### src/rtl/mem_bist_seq_pkg.sv
// Shared definitions for the dual-port memory test sequencer.
// The state encoding and the pattern-mode codes live here.
package mem_bist_seq_pkg;

  typedef enum logic [2:0] {
    S_IDLE  = 3'd0,
    S_CLEAR = 3'd1,
    S_WRITE = 3'd2,
    S_READ  = 3'd3,
    S_DRAIN = 3'd4,
    S_DONE  = 3'd5
  } state_t;

  localparam logic MODE_NORM = 1'b0;
  localparam logic MODE_INV  = 1'b1;

endpackage

### src/rtl/mem_bist_seq_if.sv
// Bundle of the two RAM ports driven by the sequencer.
// master = sequencer side, slave = RAM side.
interface mem_bist_seq_if #(
  parameter int DATA_W = 16,
  parameter int ADDR_W = 8
);
  logic [ADDR_W-1:0] addr1;
  logic [ADDR_W-1:0] addr2;
  logic [DATA_W-1:0] dataIn1;
  logic [DATA_W-1:0] dataIn2;
  logic              we1;
  logic              we2;
  logic [DATA_W-1:0] dataOut1;
  logic [DATA_W-1:0] dataOut2;

  modport master (
    output addr1, addr2, dataIn1, dataIn2, we1, we2,
    input  dataOut1, dataOut2
  );

  modport slave (
    input  addr1, addr2, dataIn1, dataIn2, we1, we2,
    output dataOut1, dataOut2
  );
endinterface

### src/rtl/mem_bist_seq_pattern_gen.sv
// Combinational test pattern: address XOR seed, optionally inverted.
// The address is zero-extended (or truncated) to the data width.
module mem_bist_seq_pattern_gen
  import mem_bist_seq_pkg::*;
#(
  parameter int          DATA_W = 16,
  parameter int          ADDR_W = 8,
  parameter int unsigned SEED   = 32'h0000_A5A5
) (
  input  logic [ADDR_W-1:0] addr,
  input  logic              mode,
  output logic [DATA_W-1:0] pattern
);

  logic [DATA_W-1:0] raw;

  assign raw = DATA_W'(addr) ^ DATA_W'(SEED);

  always_comb begin
    pattern = raw;
    unique case (mode)
      MODE_NORM: pattern = raw;
      MODE_INV:  pattern = ~raw;
      default:   pattern = raw;
    endcase
  end

endmodule

### src/rtl/mem_bist_seq.sv
// Dual-port memory test sequencer: clear, write pattern, read back and compare.
// Port-1 walks even addresses, port-2 the odd neighbour, one pair per cycle.
module mem_bist_seq
  import mem_bist_seq_pkg::*;
#(
  parameter int          DATA_W     = 16,
  parameter int          ADDR_W     = 8,
  parameter int          START_ADDR = 0,
  parameter int          END_ADDR   = 255,
  parameter int unsigned SEED       = 32'h0000_A5A5,
  parameter int          ERR_W      = 8
) (
  input  logic              clk,
  input  logic              reset,
  input  logic              start,
  input  logic              abort,
  input  logic              mode,
  mem_bist_seq_if.master    ram,
  output logic              busy,
  output logic              done,
  output logic              pass,
  output logic [ERR_W-1:0]  err_count,
  output logic [ADDR_W-1:0] fail_addr
);

  localparam int                P      = (END_ADDR - START_ADDR + 1) / 2;
  localparam logic [ADDR_W-1:0] P_LAST = ADDR_W'(P - 1);
  localparam logic [ADDR_W-1:0] BASE   = ADDR_W'(START_ADDR);

  state_t            state, state_n;
  logic [ADDR_W-1:0] p, p_n;
  logic              mode_r, mode_n;
  logic              active_n, wr_n, busy_n;
  logic [ADDR_W-1:0] addr1_n, addr2_n;
  logic [DATA_W-1:0] pat1_n, pat2_n;

  logic              vld_p1;
  logic [ADDR_W-1:0] exp_addr1_p1, exp_addr2_p1;
  logic [DATA_W-1:0] exp1_p1, exp2_p1;
  logic              cmp_en, mis1, mis2;
  logic [1:0]        inc;
  logic [ERR_W-1:0]  err_n;

  function automatic logic [ERR_W-1:0] sat_add(input logic [ERR_W-1:0] a,
                                               input logic [1:0]       b);
    logic [ERR_W:0] sum;
    sum = {1'b0, a} + (ERR_W+1)'(b);
    return sum[ERR_W] ? {ERR_W{1'b1}} : sum[ERR_W-1:0];
  endfunction

  always_comb begin
    state_n = state;
    p_n     = p;
    mode_n  = mode_r;
    unique case (state)
      S_IDLE: begin
        if (start && !abort) begin
          state_n = S_CLEAR;
          p_n     = '0;
          mode_n  = mode;
        end
      end
      S_CLEAR, S_WRITE, S_READ: begin
        if (abort) begin
          state_n = S_IDLE;
          p_n     = '0;
        end else if (p == P_LAST) begin
          p_n = '0;
          unique case (state)
            S_CLEAR: state_n = S_WRITE;
            S_WRITE: state_n = S_READ;
            default: state_n = S_DRAIN;
          endcase
        end else begin
          p_n = p + 1'b1;
        end
      end
      S_DRAIN: state_n = abort ? S_IDLE : S_DONE;
      S_DONE:  state_n = S_IDLE;
      default: state_n = S_IDLE;
    endcase
  end

  // Port values for the coming cycle, derived from the next state and pair index
  assign active_n = (state_n == S_CLEAR) || (state_n == S_WRITE) || (state_n == S_READ);
  assign wr_n     = (state_n == S_CLEAR) || (state_n == S_WRITE);
  assign busy_n   = active_n || (state_n == S_DRAIN);
  assign addr1_n  = active_n ? BASE + (p_n << 1) : '0;
  assign addr2_n  = active_n ? addr1_n + ADDR_W'(1) : '0;

  mem_bist_seq_pattern_gen #(.DATA_W(DATA_W), .ADDR_W(ADDR_W), .SEED(SEED)) u_pat_wr1 (
    .addr(addr1_n), .mode(mode_n), .pattern(pat1_n)
  );
  mem_bist_seq_pattern_gen #(.DATA_W(DATA_W), .ADDR_W(ADDR_W), .SEED(SEED)) u_pat_wr2 (
    .addr(addr2_n), .mode(mode_n), .pattern(pat2_n)
  );

  // ---- stage p1: address of the read in flight, aligned with RAM read data
  always_ff @(posedge clk) begin
    exp_addr1_p1 <= ram.addr1;
    exp_addr2_p1 <= ram.addr2;
  end

  mem_bist_seq_pattern_gen #(.DATA_W(DATA_W), .ADDR_W(ADDR_W), .SEED(SEED)) u_pat_exp1 (
    .addr(exp_addr1_p1), .mode(mode_r), .pattern(exp1_p1)
  );
  mem_bist_seq_pattern_gen #(.DATA_W(DATA_W), .ADDR_W(ADDR_W), .SEED(SEED)) u_pat_exp2 (
    .addr(exp_addr2_p1), .mode(mode_r), .pattern(exp2_p1)
  );

  // Gate on state so an abort discards the read still in flight
  assign cmp_en = vld_p1 && ((state == S_READ) || (state == S_DRAIN));
  assign mis1   = cmp_en && (ram.dataOut1 != exp1_p1);
  assign mis2   = cmp_en && (ram.dataOut2 != exp2_p1);
  assign inc    = {1'b0, mis1} + {1'b0, mis2};
  assign err_n  = sat_add(err_count, inc);

  always_ff @(posedge clk or negedge reset) begin
    if (!reset) begin
      state       <= S_IDLE;
      p           <= '0;
      mode_r      <= 1'b0;
      vld_p1      <= 1'b0;
      ram.addr1   <= '0;
      ram.addr2   <= '0;
      ram.dataIn1 <= '0;
      ram.dataIn2 <= '0;
      ram.we1     <= 1'b0;
      ram.we2     <= 1'b0;
      busy        <= 1'b0;
      done        <= 1'b0;
      pass        <= 1'b0;
      err_count   <= '0;
      fail_addr   <= '0;
    end else begin
      state       <= state_n;
      p           <= p_n;
      mode_r      <= mode_n;
      vld_p1      <= (state == S_READ);
      ram.addr1   <= addr1_n;
      ram.addr2   <= addr2_n;
      ram.dataIn1 <= (state_n == S_WRITE) ? pat1_n : '0;
      ram.dataIn2 <= (state_n == S_WRITE) ? pat2_n : '0;
      ram.we1     <= wr_n;
      ram.we2     <= wr_n;
      busy        <= busy_n;
      done        <= (state_n == S_DONE);
      if ((state == S_IDLE) && (state_n == S_CLEAR)) begin
        err_count <= '0;
        fail_addr <= '0;
        pass      <= 1'b0;
      end else begin
        if (cmp_en) begin
          err_count <= err_n;
          // Only the first failing pair is recorded; port 1 holds the lower address
          if ((err_count == '0) && (mis1 || mis2))
            fail_addr <= mis1 ? exp_addr1_p1 : exp_addr2_p1;
        end
        if (state_n == S_DONE)
          pass <= (err_n == '0);
        else if ((state != S_IDLE) && (state != S_DONE) && (state_n == S_IDLE))
          pass <= 1'b0;
      end
    end
  end

endmodule

### src/flat_wrapper.sv
// flat-port wrapper written by rule: the top's interface ports become plain ports
module mem_bist_seq_flat import mem_bist_seq_pkg::*;
#(
  parameter int          DATA_W     = 16,
  parameter int          ADDR_W     = 8,
  parameter int          START_ADDR = 0,
  parameter int          END_ADDR   = 255,
  parameter int unsigned SEED       = 32'h0000_A5A5,
  parameter int          ERR_W      = 8
)
  (clk, reset, start, abort, mode, busy, done, pass, err_count, fail_addr, ram_addr1, ram_addr2, ram_dataIn1, ram_dataIn2, ram_we1, ram_we2, ram_dataOut1, ram_dataOut2);
  mem_bist_seq_if #(.DATA_W(DATA_W), .ADDR_W(ADDR_W)) ram_i ();
  input  logic clk;
  input  logic reset;
  input  logic start;
  input  logic abort;
  input  logic mode;
  output logic busy;
  output logic done;
  output logic pass;
  output logic [ERR_W-1:0] err_count;
  output logic [ADDR_W-1:0] fail_addr;
  output wire logic [$bits(ram_i.addr1)-1:0] ram_addr1;
  output wire logic [$bits(ram_i.addr2)-1:0] ram_addr2;
  output wire logic [$bits(ram_i.dataIn1)-1:0] ram_dataIn1;
  output wire logic [$bits(ram_i.dataIn2)-1:0] ram_dataIn2;
  output wire logic [$bits(ram_i.we1)-1:0] ram_we1;
  output wire logic [$bits(ram_i.we2)-1:0] ram_we2;
  input wire logic [$bits(ram_i.dataOut1)-1:0] ram_dataOut1;
  input wire logic [$bits(ram_i.dataOut2)-1:0] ram_dataOut2;
  assign ram_addr1 = ram_i.addr1;
  assign ram_addr2 = ram_i.addr2;
  assign ram_dataIn1 = ram_i.dataIn1;
  assign ram_dataIn2 = ram_i.dataIn2;
  assign ram_we1 = ram_i.we1;
  assign ram_we2 = ram_i.we2;
  assign ram_i.dataOut1 = ram_dataOut1;
  assign ram_i.dataOut2 = ram_dataOut2;
  mem_bist_seq #(.DATA_W(DATA_W), .ADDR_W(ADDR_W), .START_ADDR(START_ADDR), .END_ADDR(END_ADDR), .SEED(SEED), .ERR_W(ERR_W)) u_core (.clk(clk), .reset(reset), .start(start), .abort(abort), .mode(mode), .ram(ram_i), .busy(busy), .done(done), .pass(pass), .err_count(err_count), .fail_addr(fail_addr));
endmodule
### config.mk
export PLATFORM = sky130hd
export DESIGN_NAME = mem_bist_seq_flat
export DESIGN_NICKNAME = d
export VERILOG_FILES = /design/src/rtl/mem_bist_seq_pkg.sv /design/src/rtl/mem_bist_seq_if.sv /design/src/rtl/mem_bist_seq_pattern_gen.sv /design/src/rtl/mem_bist_seq.sv /design/src/flat_wrapper.sv
export SDC_FILE = /design/constraint.sdc
export NUM_CORES = 1
export LEC_CHECK = 0
export BUFFER_PORTS_ARGS = -buffer_cell sky130_fd_sc_hd__buf_2
export CORE_MARGIN = 2
export CORE_UTILIZATION = 50
export CTS_BUF_LIST = sky130_fd_sc_hd__clkbuf_16
export DETAILED_ROUTE_END_ITERATION = 10
export PLACE_DENSITY_LB_ADDON = 0.08
export SLEW_MARGIN = 20
export SYNTH_ARGS = -nofsm -noshare
export SYNTH_HDL_FRONTEND = slang
export SYNTH_HIERARCHICAL = 1
export SYNTH_SLANG_ARGS = --single-unit
### constraint.sdc
create_clock -name clk -period 9.9 [get_ports clk]
set_input_delay 0.495 -clock clk [delete_from_list [all_inputs] [get_ports clk]]
set_output_delay 0.495 -clock clk [all_outputs]
set_load 0.01 [all_outputs]
==> impl_metrics.ini <==
[status]
status = complete, no violations

[setup_path]
critPathCaptureType = register
r2r_cells = 12
worstPathRequired_ps = 10070
worstPathMaxFanout = 27
path_class = register to register
crit_path_start_kind = register
crit_arrival_ps = 4240

[pwr]
power.net_switching_uw = 191
vdd_drop_max_mv = 0.0874
power_frac_clock = 0.421
p_per_area_mw_per_mm2 = 161
p_seq_frac = 0.453
cellLeakagePower_nw = 2.44
netSwitchingFraction = 0.249
combPwrFrac = 0.126
power.internal_uw = 577
p_total_uw = 768

[synth]
synth_area_leader_cell = dfrtp_1
yosysSeqAreaShare = 0.475
netlist_area_sq_mm = 0.00418
synth.avg_cell_area_sq_um = 10.6
synth_top_cell_area_share = 0.437
netlist_instances = 396
ys_top_cells_by_count = dfrtp_1, xnor2_1, buf_4
synth_warnings = 6
synthTopCellsByArea = dfrtp_1, xnor2_1, buf_4
synthMostInstantiatedCell = dfrtp_1
ys_async_sr_fraction = 0.901
synth-main-ff-cell = dfrtp_1
ys_types = 55
ys_ff_latch = 81
synth_edf_count = 0

[place]
dpl_worst_slack_ps = 5460
dp_hpwl_um = 5970
place.gp.congestion = 0.863
port_buffers = 104
dpl.cell_count = 557

[routing]
firstDrtPassIters = 4
drc_errors = 0
detail_route.wl_per_cell_um = 14.5
num_vias = 2896
drt_iter0_markers = 121
ant_nets = 0
viasPerCell = 5.05
drt_wl_total_um = 8330
topRoutingLayerUsed = met4
wl_met2_um = 4070
dr_wl_met3_um = 515
wl_met1_um = 3650

[floorplanning]
coreArea_sq_mm = 0.00818
die_area_sq_mm = 0.00910
die_h_um = 95.4
start_util = 0.511
die_w_um = 95.4
io_pins = 106
std_cell_rows = 33

[timing]
setup_viol = 0
setup_tns_ps = 0
max_freq_mhz = 246
tightest_slew_ps = 900
relSlewSlack = 0.400
fin_skew_ps = 6.21
min_period_ps = 4070
hold_viol = 0
grt_setup_unrepaired = false
setup_slack_ps = 5830
fin_crit_sh = 0.411
slew_viol_final = 0

[grt]
grt_pass1_wl_um = 13600
overflow = 0
first_global_vias = 2821
track_usage = 0.196
grt_start_max_net_pins = 74
antenna_found_initial = 0

[clock_network]
post_cts_buffers = 0
clk_pin_slew_ps = 60
ctsResizeCount = 0
cts_hold_buf = 0
cts_buffers = 9
cts_num_sinks = 81
cts_max_path_buffers = 2
cts_tree = done
clk_latency_ps = 330
root_buffer = clkbuf_16
htreeDepth = 3

[cells_and_area]
fin_cells = 573
diodes = 0
layout.nets = 503
syn2layout_area_growth_pct = 13.9
drive_gt1_frac = 0.282

[run]
maxCapViolCount = 0

[min_path]
hold_path_class = input pin to async pin
-- worst max-delay path, stage by stage, from the launching register on --
cell and delay, ps:
dfrtp_2 810, inv_1 260, xnor2_1 250, nand4_1 130, nor4_2 480, nor2_1 120, fa_1 480, ha_1 270
and3_1 240, and3_1 200, and3_1 190, nor2_1 310, a311oi_1 160
-- area by class of cell --
cell class,count,area [sq um]
inverters,13,48.8
fillers,753,3420
clock inverters,7,71.3
well taps,105,131
repair buffers,104,523
flip-flops and latches,81,1990
clock buffers,9,225
multi-input cells,254,1770
-- power by group through the flow --
| stage | Sequential [mW] | Combinational [mW] | Clock (mW) |
|---|---|---|---|
| final | 0.348 | 0.0967 | 0.323 |
| after global routing | 0.348 | 0.108 | 0.347 |
| after CTS | 0.347 | 0.0986 | 0.331 |
| after detailed placement | 0.353 | 0.0980 | 0 |
| after global placement | 0.353 | 0.0957 | 0 |
| after floorplan | 0.346 | 0.110 | 0 |
-- through the flow --
| step | hold slack (ps) | instance area (sq um) | util |
|---|---|---|---|
| finish | 288 | 4760 | 0.582 |
| global route | 377 | 4760 | 0.582 |
| CTS | 342 | 4760 | 0.582 |
| detailed placement | 377 | 4460 | 0.546 |
| global placement | 370 | 4460 | 0.545 |
| floorplan | 199 | 4190 | - |
-- per-layer routing --
metal | up-vias | GRT usage
li1 | 1410 | -
met1 | 1390 | 0.253
met2 | 84 | 0.320
met3 | 12 | 0.0506
met4 | 0 | 0.0702
met5 | - | 0
-- cell families (layout without fill, tap and decap cells) --
logic type | Yosys count | count (layout) | share of synthesized area
simple gates | 122 | 122 | 0.164
flops | 81 | 81 | 0.475
xor+xnor | 66 | 66 | 0.138
buf+inv | 63 | 133 | 0.103
compound gates | 51 | 51 | 0.0862
mux | 9 | 9 | 0.0216
fa+ha+maj | 3 | 3 | 0.0108
other cells | 1 | 3 | 0.000897
-- cell usage in the layout, fill, tap and decap left out, types with 2 or more instances in the layout --
| cell type | Yosys | layout |
|---|---|---|
| inv_1 | 13 | 13 |
| dfxtp_1 | 8 | 8 |
| nand3_1 | 7 | 7 |
| nand2_1 | 24 | 23 |
| dfrtp_1 | 73 | 72 |
| o21ai_0 | 10 | 10 |
| clkinv_2 | 0 | 3 |
| clkbuf_16 | 0 | 9 |
| o21a_1 | 2 | 2 |
| nor2_1 | 19 | 19 |
| buf_2 | 2 | 103 |
| or3_1 | 3 | 3 |
| a21o_1 | 7 | 7 |
| nor3b_1 | 2 | 2 |
| nor3_1 | 2 | 2 |
| xor2_1 | 17 | 17 |
| nor4_1 | 2 | 2 |
| clkinv_4 | 0 | 3 |
| mux2i_1 | 9 | 9 |
| ha_1 | 2 | 2 |
| xnor2_1 | 49 | 49 |
| and2_1 | 35 | 35 |
| o21bai_1 | 2 | 2 |
| nand4_1 | 10 | 10 |
| a31oi_1 | 2 | 2 |
| and3_1 | 5 | 5 |
| a21oi_1 | 11 | 11 |
| nand3_2 | 2 | 2 |
| nand2b_1 | 2 | 2 |
| a311oi_1 | 3 | 3 |
| conb_1 | 1 | 3 |
-- sequential cells by signal (all words and copies together) (netlist names), 3 cells and up --
signal	cells
u_core/ram.dataIn2	16
u_core/p	8
u_core/ram.dataIn1	16
u_core/state	3
u_core/exp_addr1_p1	7
u_core/ram.addr1	7
u_core/fail_addr	8
u_core/err_count	8
-- path summary, 6_finish.rpt --
check / slack, ps / startpoint / to
max in group asynchronous: 8990 / reset / u_core/mode_r
min in group clk: 380 / abort / u_core/state[0]
hold reg to reg: 390 / u_core/ram.addr1[6] / u_core/exp_addr1_p1[6]
setup reg to reg: 5830 / u_core/mode_r / u_core/err_count[2]
setup / recovery: 5830 / u_core/mode_r / u_core/err_count[2]
hold / removal: 290 / reset / u_core/fail_addr[0]
Power figures use the tool's default switching activity.
